**src/rtl/adder_job_issuer_if.sv**
```systemverilog
`default_nettype none
// ============================================================================
// Module   : adder_job_issuer_if
// Brief    : Operand-in, adder start/ready and result-out channels of the issuer
// Revision : 1.0  initial release
// ============================================================================
interface adder_job_issuer_if #(
    parameter int WIDTH = 32
);
    logic             in_valid;
    logic             in_ready;
    logic [WIDTH-1:0] in_a;
    logic [WIDTH-1:0] in_b;

    logic             add_start;
    logic [WIDTH-1:0] add_a;
    logic [WIDTH-1:0] add_b;
    logic             add_ready;
    logic [WIDTH-1:0] add_res;
    logic             add_overflow;

    logic             out_valid;
    logic             out_ready;
    logic [WIDTH-1:0] out_res;
    logic             out_overflow;
    logic             out_timeout;

    logic             busy;
    logic [15:0]      jobs_done;

    // Issuer side
    modport master (
        input  in_valid, in_a, in_b,
        input  add_ready, add_res, add_overflow,
        input  out_ready,
        output in_ready,
        output add_start, add_a, add_b,
        output out_valid, out_res, out_overflow, out_timeout,
        output busy, jobs_done
    );

    // Producer / adder / consumer side
    modport slave (
        output in_valid, in_a, in_b,
        output add_ready, add_res, add_overflow,
        output out_ready,
        input  in_ready,
        input  add_start, add_a, add_b,
        input  out_valid, out_res, out_overflow, out_timeout,
        input  busy, jobs_done
    );
endinterface
`default_nettype wire

```
**src/rtl/adder_job_issuer.sv**
```systemverilog
`default_nettype none
// ============================================================================
// Module   : adder_job_issuer
// Brief    : Queues operand pairs, drives the sequential adder one job at a
//            time, and returns results (or timeout markers) via valid/ready.
// Revision : 1.0  initial release
// ============================================================================
module adder_job_issuer #(
    parameter int WIDTH   = 32,
    parameter int DEPTH   = 4,
    parameter int TIMEOUT = 64
) (
    input  wire logic         clk,
    input  wire logic         rst,
    adder_job_issuer_if.master bus
);
    localparam int c_PTR_W = $clog2(DEPTH);
    localparam int c_TMR_W = $clog2(TIMEOUT);
    localparam logic [c_PTR_W:0]   c_FULL_CNT = (c_PTR_W + 1)'(DEPTH);
    localparam logic [c_TMR_W-1:0] c_TMR_LAST = c_TMR_W'(TIMEOUT - 1);

    typedef enum logic [1:0] {
        S_IDLE  = 2'd0,
        S_ISSUE = 2'd1,
        S_WAIT  = 2'd2
    } state_t;

    state_t r_state;
    state_t w_state_next;

    logic [WIDTH-1:0]   r_mem_a [DEPTH];
    logic [WIDTH-1:0]   r_mem_b [DEPTH];
    logic [c_PTR_W-1:0] r_wr_ptr;
    logic [c_PTR_W-1:0] r_rd_ptr;
    logic [c_PTR_W:0]   r_count;

    logic [WIDTH-1:0]   r_add_a;
    logic [WIDTH-1:0]   r_add_b;
    logic [c_TMR_W-1:0] r_timer;
    logic               r_out_valid;
    logic [WIDTH-1:0]   r_out_res;
    logic               r_out_overflow;
    logic               r_out_timeout;
    logic [15:0]        r_jobs_done;

    logic               w_full;
    logic               w_empty;
    logic               w_push;
    logic               w_pop;
    logic               w_slot_free;
    logic               w_start;
    logic               w_capture;
    logic               w_expire;
    logic [c_TMR_W-1:0] w_timer_next;

    assign w_full       = (r_count == c_FULL_CNT);
    assign w_empty      = (r_count == '0);
    assign w_push       = bus.in_valid && !w_full;
    assign w_slot_free  = !r_out_valid || bus.out_ready;
    assign w_timer_next = r_timer + c_TMR_W'(1);

    // Operand storage carries no reset; validity lives in the pointers/count.
    always_ff @(posedge clk) begin
        if (w_push) begin
            r_mem_a[r_wr_ptr] <= bus.in_a;
            r_mem_b[r_wr_ptr] <= bus.in_b;
        end
    end

    always_ff @(posedge clk) begin
        if (rst) begin
            r_state <= S_IDLE;
        end else begin
            r_state <= w_state_next;
        end
    end

    // The abandon decision uses the post-increment timer value, so the job is
    // dropped on the cycle the timer would land on TIMEOUT-1.
    always_comb begin
        w_state_next = r_state;
        w_pop        = 1'b0;
        w_start      = 1'b0;
        w_capture    = 1'b0;
        w_expire     = 1'b0;
        case (r_state)
            S_IDLE: begin
                if (!w_empty && w_slot_free) begin
                    w_pop        = 1'b1;
                    w_state_next = S_ISSUE;
                end
            end
            S_ISSUE: begin
                w_start      = 1'b1;
                w_state_next = S_WAIT;
            end
            S_WAIT: begin
                if (bus.add_ready) begin
                    w_capture    = 1'b1;
                    w_state_next = S_IDLE;
                end else if (w_timer_next == c_TMR_LAST) begin
                    w_expire     = 1'b1;
                    w_state_next = S_IDLE;
                end
            end
            default: w_state_next = S_IDLE;
        endcase
    end

    always_ff @(posedge clk) begin
        if (rst) begin
            r_wr_ptr       <= '0;
            r_rd_ptr       <= '0;
            r_count        <= '0;
            r_add_a        <= '0;
            r_add_b        <= '0;
            r_timer        <= '0;
            r_out_valid    <= 1'b0;
            r_out_res      <= '0;
            r_out_overflow <= 1'b0;
            r_out_timeout  <= 1'b0;
            r_jobs_done    <= '0;
        end else begin
            if (w_push) begin
                r_wr_ptr <= r_wr_ptr + c_PTR_W'(1);
            end
            if (w_pop) begin
                r_rd_ptr <= r_rd_ptr + c_PTR_W'(1);
                r_add_a  <= r_mem_a[r_rd_ptr];
                r_add_b  <= r_mem_b[r_rd_ptr];
            end
            if (w_push && !w_pop) begin
                r_count <= r_count + (c_PTR_W + 1)'(1);
            end else if (!w_push && w_pop) begin
                r_count <= r_count - (c_PTR_W + 1)'(1);
            end

            if (r_state == S_ISSUE) begin
                r_timer <= '0;
            end else if (r_state == S_WAIT) begin
                r_timer <= w_timer_next;
            end

            if (w_capture) begin
                r_out_valid    <= 1'b1;
                r_out_res      <= bus.add_res;
                r_out_overflow <= bus.add_overflow;
                r_out_timeout  <= 1'b0;
            end else if (w_expire) begin
                r_out_valid    <= 1'b1;
                r_out_res      <= '0;
                r_out_overflow <= 1'b0;
                r_out_timeout  <= 1'b1;
            end else if (r_out_valid && bus.out_ready) begin
                r_out_valid <= 1'b0;
            end

            if (w_capture || w_expire) begin
                r_jobs_done <= r_jobs_done + 16'd1;
            end
        end
    end

    assign bus.in_ready     = !w_full;
    assign bus.add_start    = w_start;
    assign bus.add_a        = r_add_a;
    assign bus.add_b        = r_add_b;
    assign bus.out_valid    = r_out_valid;
    assign bus.out_res      = r_out_res;
    assign bus.out_overflow = r_out_overflow;
    assign bus.out_timeout  = r_out_timeout;
    assign bus.busy         = (r_state != S_IDLE) || !w_empty;
    assign bus.jobs_done    = r_jobs_done;

endmodule
`default_nettype wire
```
**src/flat_wrapper.sv**
```systemverilog
// flat-port wrapper written by rule: the top's interface ports become plain ports
module adder_job_issuer_flat 
#(
    parameter int WIDTH   = 32,
    parameter int DEPTH   = 4,
    parameter int TIMEOUT = 64
)
  (clk, rst, bus_in_valid, bus_in_a, bus_in_b, bus_add_ready, bus_add_res, bus_add_overflow, bus_out_ready, bus_in_ready, bus_add_start, bus_add_a, bus_add_b, bus_out_valid, bus_out_res, bus_out_overflow, bus_out_timeout, bus_busy, bus_jobs_done);
  adder_job_issuer_if #(.WIDTH(WIDTH)) bus_i ();
  input  wire logic clk;
  input  wire logic rst;
  input wire logic [$bits(bus_i.in_valid)-1:0] bus_in_valid;
  input wire logic [$bits(bus_i.in_a)-1:0] bus_in_a;
  input wire logic [$bits(bus_i.in_b)-1:0] bus_in_b;
  input wire logic [$bits(bus_i.add_ready)-1:0] bus_add_ready;
  input wire logic [$bits(bus_i.add_res)-1:0] bus_add_res;
  input wire logic [$bits(bus_i.add_overflow)-1:0] bus_add_overflow;
  input wire logic [$bits(bus_i.out_ready)-1:0] bus_out_ready;
  output wire logic [$bits(bus_i.in_ready)-1:0] bus_in_ready;
  output wire logic [$bits(bus_i.add_start)-1:0] bus_add_start;
  output wire logic [$bits(bus_i.add_a)-1:0] bus_add_a;
  output wire logic [$bits(bus_i.add_b)-1:0] bus_add_b;
  output wire logic [$bits(bus_i.out_valid)-1:0] bus_out_valid;
  output wire logic [$bits(bus_i.out_res)-1:0] bus_out_res;
  output wire logic [$bits(bus_i.out_overflow)-1:0] bus_out_overflow;
  output wire logic [$bits(bus_i.out_timeout)-1:0] bus_out_timeout;
  output wire logic [$bits(bus_i.busy)-1:0] bus_busy;
  output wire logic [$bits(bus_i.jobs_done)-1:0] bus_jobs_done;
  assign bus_i.in_valid = bus_in_valid;
  assign bus_i.in_a = bus_in_a;
  assign bus_i.in_b = bus_in_b;
  assign bus_i.add_ready = bus_add_ready;
  assign bus_i.add_res = bus_add_res;
  assign bus_i.add_overflow = bus_add_overflow;
  assign bus_i.out_ready = bus_out_ready;
  assign bus_in_ready = bus_i.in_ready;
  assign bus_add_start = bus_i.add_start;
  assign bus_add_a = bus_i.add_a;
  assign bus_add_b = bus_i.add_b;
  assign bus_out_valid = bus_i.out_valid;
  assign bus_out_res = bus_i.out_res;
  assign bus_out_overflow = bus_i.out_overflow;
  assign bus_out_timeout = bus_i.out_timeout;
  assign bus_busy = bus_i.busy;
  assign bus_jobs_done = bus_i.jobs_done;
  adder_job_issuer #(.WIDTH(WIDTH), .DEPTH(DEPTH), .TIMEOUT(TIMEOUT)) u_core (.clk(clk), .rst(rst), .bus(bus_i));
endmodule
```
**config.mk**
```make
export PLATFORM = sky130hd
export DESIGN_NAME = adder_job_issuer_flat
export DESIGN_NICKNAME = d
export VERILOG_FILES = /design/src/rtl/adder_job_issuer_if.sv /design/src/rtl/adder_job_issuer.sv /design/src/flat_wrapper.sv
export SDC_FILE = /design/constraint.sdc
export NUM_CORES = 1
export LEC_CHECK = 0
export CORE_UTILIZATION = 30
export CTS_CLUSTER_SIZE = 40
export DETAILED_ROUTE_END_ITERATION = 8
export GPL_ROUTABILITY_DRIVEN = 0
export SYNTH_ARGS = -nofsm -noshare
export SYNTH_HDL_FRONTEND = slang
export SYNTH_SLANG_ARGS = --single-unit
export TNS_END_PERCENT = 100
```
**constraint.sdc**
```tcl
create_clock -name clk -period 3.72 [get_ports clk]
set_input_delay 0.744 -clock clk [delete_from_list [all_inputs] [get_ports clk]]
set_output_delay 0.744 -clock clk [all_outputs]
set_load 0.05 [all_outputs]
```
# After elaboration in Yosys (flattened, before gate mapping)
# Memories as Yosys holds them, arrays and structs flattened. A register that Yosys moved wholly into a read port is not among the register bits.
# Index checks and enable logic that the tools add are counted.
# totals
reg_bits,66
ram_bits,256
input_bits,102
out_inout_bits,118
word_cells,69
memories,2
# memory_table
memory,words,word_bits,rd,rd_clocked_by_memory_dff,write_ports,line,rtl
u_core.r_mem_a,4,32,1,1,1,adder_job_issuer.sv:31,logic [WIDTH-1:0] r_mem_a [DEPTH];
u_core.r_mem_b,4,32,1,1,1,adder_job_issuer.sv:32,logic [WIDTH-1:0] r_mem_b [DEPTH];
# classes
n_addsub,6
n_eq_ne,6
muxes,23
n_reduce_logical,22
# ops
cell,n
32-bit two-way mux,2
"16-bit by 1-bit adder with 16-bit output, second input constant",1
1-bit two-way mux,15
"6-bit by 1-bit adder with 6-bit output, second input constant",1
"6-bit equality test, second input constant",1
2-bit two-way mux,3
3-bit two-way mux,2
2-bit one-hot mux with 3 select lines,1
2-bit nonzero test,3
1-bit logical AND,5
1-bit zero test,5
"2-bit by 1-bit adder with 2-bit output, second input constant",2
2-bit OR reduction,2
"3-bit by 1-bit adder with 3-bit output, second input constant",1
"3-bit equality test, second input constant",1
3-bit zero test,1
1-bit logical OR,3
"3-bit by 2-bit inequality test with 1-bit output, second input constant",1
3-bit nonzero test,1
"3-bit by 1-bit subtractor with 3-bit output, second input constant",1
"2-bit by 1-bit equality test with 1-bit output, second input constant",1
"2-bit equality test, second input constant",1
2-bit zero test,1
"2-bit by 1-bit inequality test with 1-bit output, second input constant",1
2-bit AND reduction,1

# Longest topological paths before layout
# depth
ltp_word,8
depth_mapped,12

# Least setup slack after synthesis
# Ideal clock, no wire load.
# synth_timing
path_type,reg-to-reg
start,reg u_core.r_count[0]
end,"mem u_core.r_mem_a[0][0], enable pin"
setup_ns,0.429
arrival_time_ns,2.499
required_time_ns,3.291
slack_ns,0.792
path_stages_with_launch,4
n_path_buf,0
path_cell_list,dfxtp_1 nor2_1 nand2_1 and3_1
# synth_between
elab_chain_cells,5
# synth_rtl
element,line,rtl
from (decl),adder_job_issuer.sv:35,logic [c_PTR_W:0] r_count;
from (signal assigned),adder_job_issuer.sv:133,r_count <= r_count + (c_PTR_W + 1)'(1);
from (signal assigned),adder_job_issuer.sv:135,r_count <= r_count - (c_PTR_W + 1)'(1);
3-bit equality test,adder_job_issuer.sv:56,assign w_full = (r_count == c_FULL_CNT);
1-bit zero test,n/a,
via bus_in_ready,flat_wrapper.sv:19,output wire logic [$bits(bus_i.in_ready)-1:0] bus_in_ready;
1-bit logical AND,adder_job_issuer.sv:58,assign w_push = bus.in_valid && !w_full;
1-bit two-way mux,adder_job_issuer.sv:64,if (w_push) begin
1-bit two-way mux (implied by the code),adder_job_issuer.sv:65,r_mem_a[r_wr_ptr] <= bus.in_a;
to (decl),adder_job_issuer.sv:31,
# The timed path passes the listed nets, and every way through them passes these cells.

# Final worst setup path
# layout_timing
start,reg u_core.r_state[0]
end,out bus_add_start
# layout_between
elab_chain_cells,2
# layout_rtl
element,line,rtl
from (decl),adder_job_issuer.sv:28,state_t r_state;
from (signal assigned),adder_job_issuer.sv:74,r_state <= w_state_next;
2-bit by 1-bit equality test with 1-bit output,adder_job_issuer.sv:86,case (r_state)
1-bit two-way mux,adder_job_issuer.sv:86,
to (decl),flat_wrapper.sv:20,output wire logic [$bits(bus_i.add_start)-1:0] bus_add_start;
# Every way passes these cells.

==> results.cfg <==
[run_status]
status = complete, no violations

[global_route]
grt_pass1_vias = 8430
grtUsageTotal = 0.1348
grt_max_degree = 67
grt_first_pass_wirelength_mm = 48.91
antenna_found_initial = 1
grt-ovfl-total = 0

[cts]
post-cts-setup-buffers = 0
ctsLongestPathBuffers = 3
cts_resized = 0
postCtsHoldBufs = 0
cts_sinks = 386
cts.htree.levels = 2
clkTransAtPathRegs_ns = 0.06
worstSkewPairLatency_ns = 0.56
tritoncts = built
cts_made_buffers = 44
cts-root-buf = clkbuf_16

[placed_design]
io_buffers = 219
dp_hpwl_mm = 18.50

[drt]
totalWireLength_mm = 32.14
drt_iter0_drc = 362
drt-pass1-iter-count = 6
avgRoutedWirePerCell_um = 18.32
post-route-drc-count = 0
ant_nets = 0
via_per_inst = 4.676
vias = 8206

[sta]
finalMaxSlewViolations = 0
period_share = 0.8169
rsz0062_at_grt = false
slew_headroom = 0.2624
hold_viol_final = 0
fin_crit_ns = 3.039
finalSetupTns_ns = 0
setup_violations = 0
worst_pin_slew_ns = 1.106
skew_ns = 0.01895
fmax_mhz = 329.1

[setup_path]
crit_path_top_delay_cell = clkdlybuf4s50_1
worstPathRequired_ns = 2.98
cpPeakStageDelay_ns = 0.87
reg2reg_slack_ns = 1.32
critPathTopFamily = buffers and inverters
critPathKind = reg -> out
cp_cell_sequence = nor2b_1 -> clkdlybuf4s50_1
cp_max_fo = 14
start_kind = register
cp_data_arrival_time_ns = 2.29
worst_setup_path_end_kind = output port
cp.buffers_inverters = 1

[yosys]
synth_xor_area_frac = 0.006134
synth_cell_types = 46
syn_avg_cell_area_um2 = 15.78
yosysSeqAreaShare = 0.7312
synth_ff_type = edfxtp_1
yosys.area.top_type_share = 0.5462
yosys.area_share.adder = 0.008535
synthSimpleGateAreaFrac = 0.06428
synth_mux_area_frac = 0.1060
synth_compound_area_frac = 0.06428
synth_fp_nets = 1003
syn_inst = 892
synth-seq-cells = 386
synthTopCellsByArea = edfxtp_1 55%, dfxtp_1 18%, mux4_2 10%, nand2_1 3.7%, a21oi_1 3.1%
async_reset_ff_frac = 0
synth_edf_count = 256
synth_top_family_by_area = multiplexers
synth_top_area_cell = edfxtp_1
synth_warnings = 0
syn_area_um2 = 14070

[die]
num_io_pins = 220
die_x_um = 218.6
start_util = 0.3068
fp.dieH_um = 218.6
fp-row-count = 78
core_area_um2 = 45870
dieArea_um2 = 47780

[flow_run]
drv_cap = 0

[power]
internal_power_mw = 9.313
sw_frac_of_total = 0.3318
pwr-share-comb = 0.283
p_seq_frac = 0.406
power_switching_mw = 4.624
clock_power_share = 0.312
cellPowerDensity_nw_per_um2 = 754.9
peakVddDrop_v = 0.0004155
power.leakage_nw = 6.049
total_power_mw = 13.94

[min_path]
hp-class = reg -> reg

[final_layout]
syn_to_final_growth_pct = 31.19
n_fill_cell = 4264
fin_nets = 1231
drive_above_1_share = 0.1412
worst reg2reg max path: stages, from the launching register on:
cell	delay, ns
dfxtp_1	0.64
nor2_1	0.16
and3b_4	0.23
inv_2	0.05
ha_1	0.17
inv_1	0.06
fa_1	0.38
xor2_1	0.18
or3_1	0.31
a21oi_1	0.14
registers in the layout (all words and copies together) (netlist names):
signal / flops
u_core.bus.add_a: 32
u_core.r_rd_ptr: 2
u_core.r_mem_a: 128
u_core.r_timer: 6
u_core.bus.out_overflow: 1
u_core.bus.out_res: 32
u_core.bus.out_valid: 1
u_core.r_mem_b: 128
u_core.r_count: 3
u_core.r_state: 2
u_core.bus.jobs_done: 16
u_core.bus.add_b: 32
u_core.r_wr_ptr: 2
u_core.bus.out_timeout: 1
cell families after synthesis:
| group | Yosys count |
|---|---|
| AOI/OAI and AO/OA | 146 |
| xor gates and xnor gates | 9 |
| adders and majority gates | 9 |
| buffers and inverters | 67 |
| DFF | 386 |
| muxes | 69 |
| and+or+nand+nor | 206 |
stage by stage:
step | setup WS (ns) | hold slack, ns | cell area, um2 | std cells | utilization
floorplan | 0.7916 | 0.4719 | 14070 | 892 | -
global placement | 0.8278 | 0.4427 | 16990 | 1674 | 0.3704
detailed placement | 0.8280 | 0.4482 | 16990 | 1674 | 0.3704
CTS | 0.6135 | 0.4563 | 18460 | 1754 | 0.4025
global route | 0.5340 | 0.4663 | 18460 | 1754 | 0.4025
finish | 0.6812 | 0.4522 | 18460 | 1755 | 0.4025
layout make-up:
type	instances	area [um2]	area share
Clock buffer	58	1235	0.06689
Sequential cell	386	10300	0.5577
Antenna cell	1	2.502	0.0001355
Tap cell	600	750.7	0.04066
Clock inverter	22	234.0	0.01267
Inverter	12	45.04	0.002440
Timing Repair Buffer	237	2362	0.1279
Multi-Input combinational cell	439	3536	0.1915
Yosys cell counts (all sizes together), types with 2 or more instances:
library cell / count
o211ai: 3
or4: 6
ha: 8
edfxtp: 256
clkbuf: 32
a21oi: 86
o21ai: 9
nand2b: 3
mux2i: 5
nand2: 137
and2: 2
or3: 10
o31ai: 6
buf: 23
nor2b: 3
and3: 4
nor2: 21
nand3b: 2
xor2: 5
a31oi: 3
dfxtp: 130
mux4: 64
xnor2: 4
a22o: 33
nand3: 6
inv: 12
nor3: 3
nand4: 2
final timing paths:
kind,from,endpoint,depth (start not counted)
worst min-delay path,u_core.bus.add_b[20],u_core.bus.add_b[20],2
worst max register to register,u_core.r_state[1],u_core.r_count[2],9
worst min register to register,u_core.bus.add_b[20],u_core.bus.add_b[20],2
worst max-delay path,u_core.r_state[0],bus_add_start,2
cell usage in the layout, fill, tap and decap left out, drive strengths merged, types with 9 or more instances in the layout:
cell	synthesis	routed
or3	10	10
clkbuf	32	58
inv	12	15
nand2	137	137
a22o	33	33
clkinv	0	11
dfxtp	130	130
a21oi	86	86
edfxtp	256	256
clkdlybuf4s50	0	218
buf	23	19
mux4	64	64
o21ai	9	9
nor2	21	21
power groups by stage:
| stage | Combinational (mW) | Clock, mW | Sequential (mW) |
|---|---|---|---|
| after detailed placement | 4.02 | 0 | 5.76 |
| final | 3.94 | 4.34 | 5.65 |
| after floorplan | 1.72 | 0 | 6.59 |
| after CTS | 4.03 | 4.48 | 5.68 |
| after global placement | 3.99 | 0 | 5.74 |
| after global routing | 4.24 | 4.63 | 5.74 |
routing by layer:
metal / wire length [um] / global-route usage / part of all wire / vias up
li1: - / - / - / 3833
met1: 13770 / 0.1633 / 0.43 / 4108
met2: 15680 / 0.2289 / 0.49 / 216
met3: 2043 / 0.03688 / 0.064 / 47
met4: 637 / 0.04755 / 0.020 / 2
met5: 17 / 0 / 0.00053 / -
(Power assumes the default switching activity.)
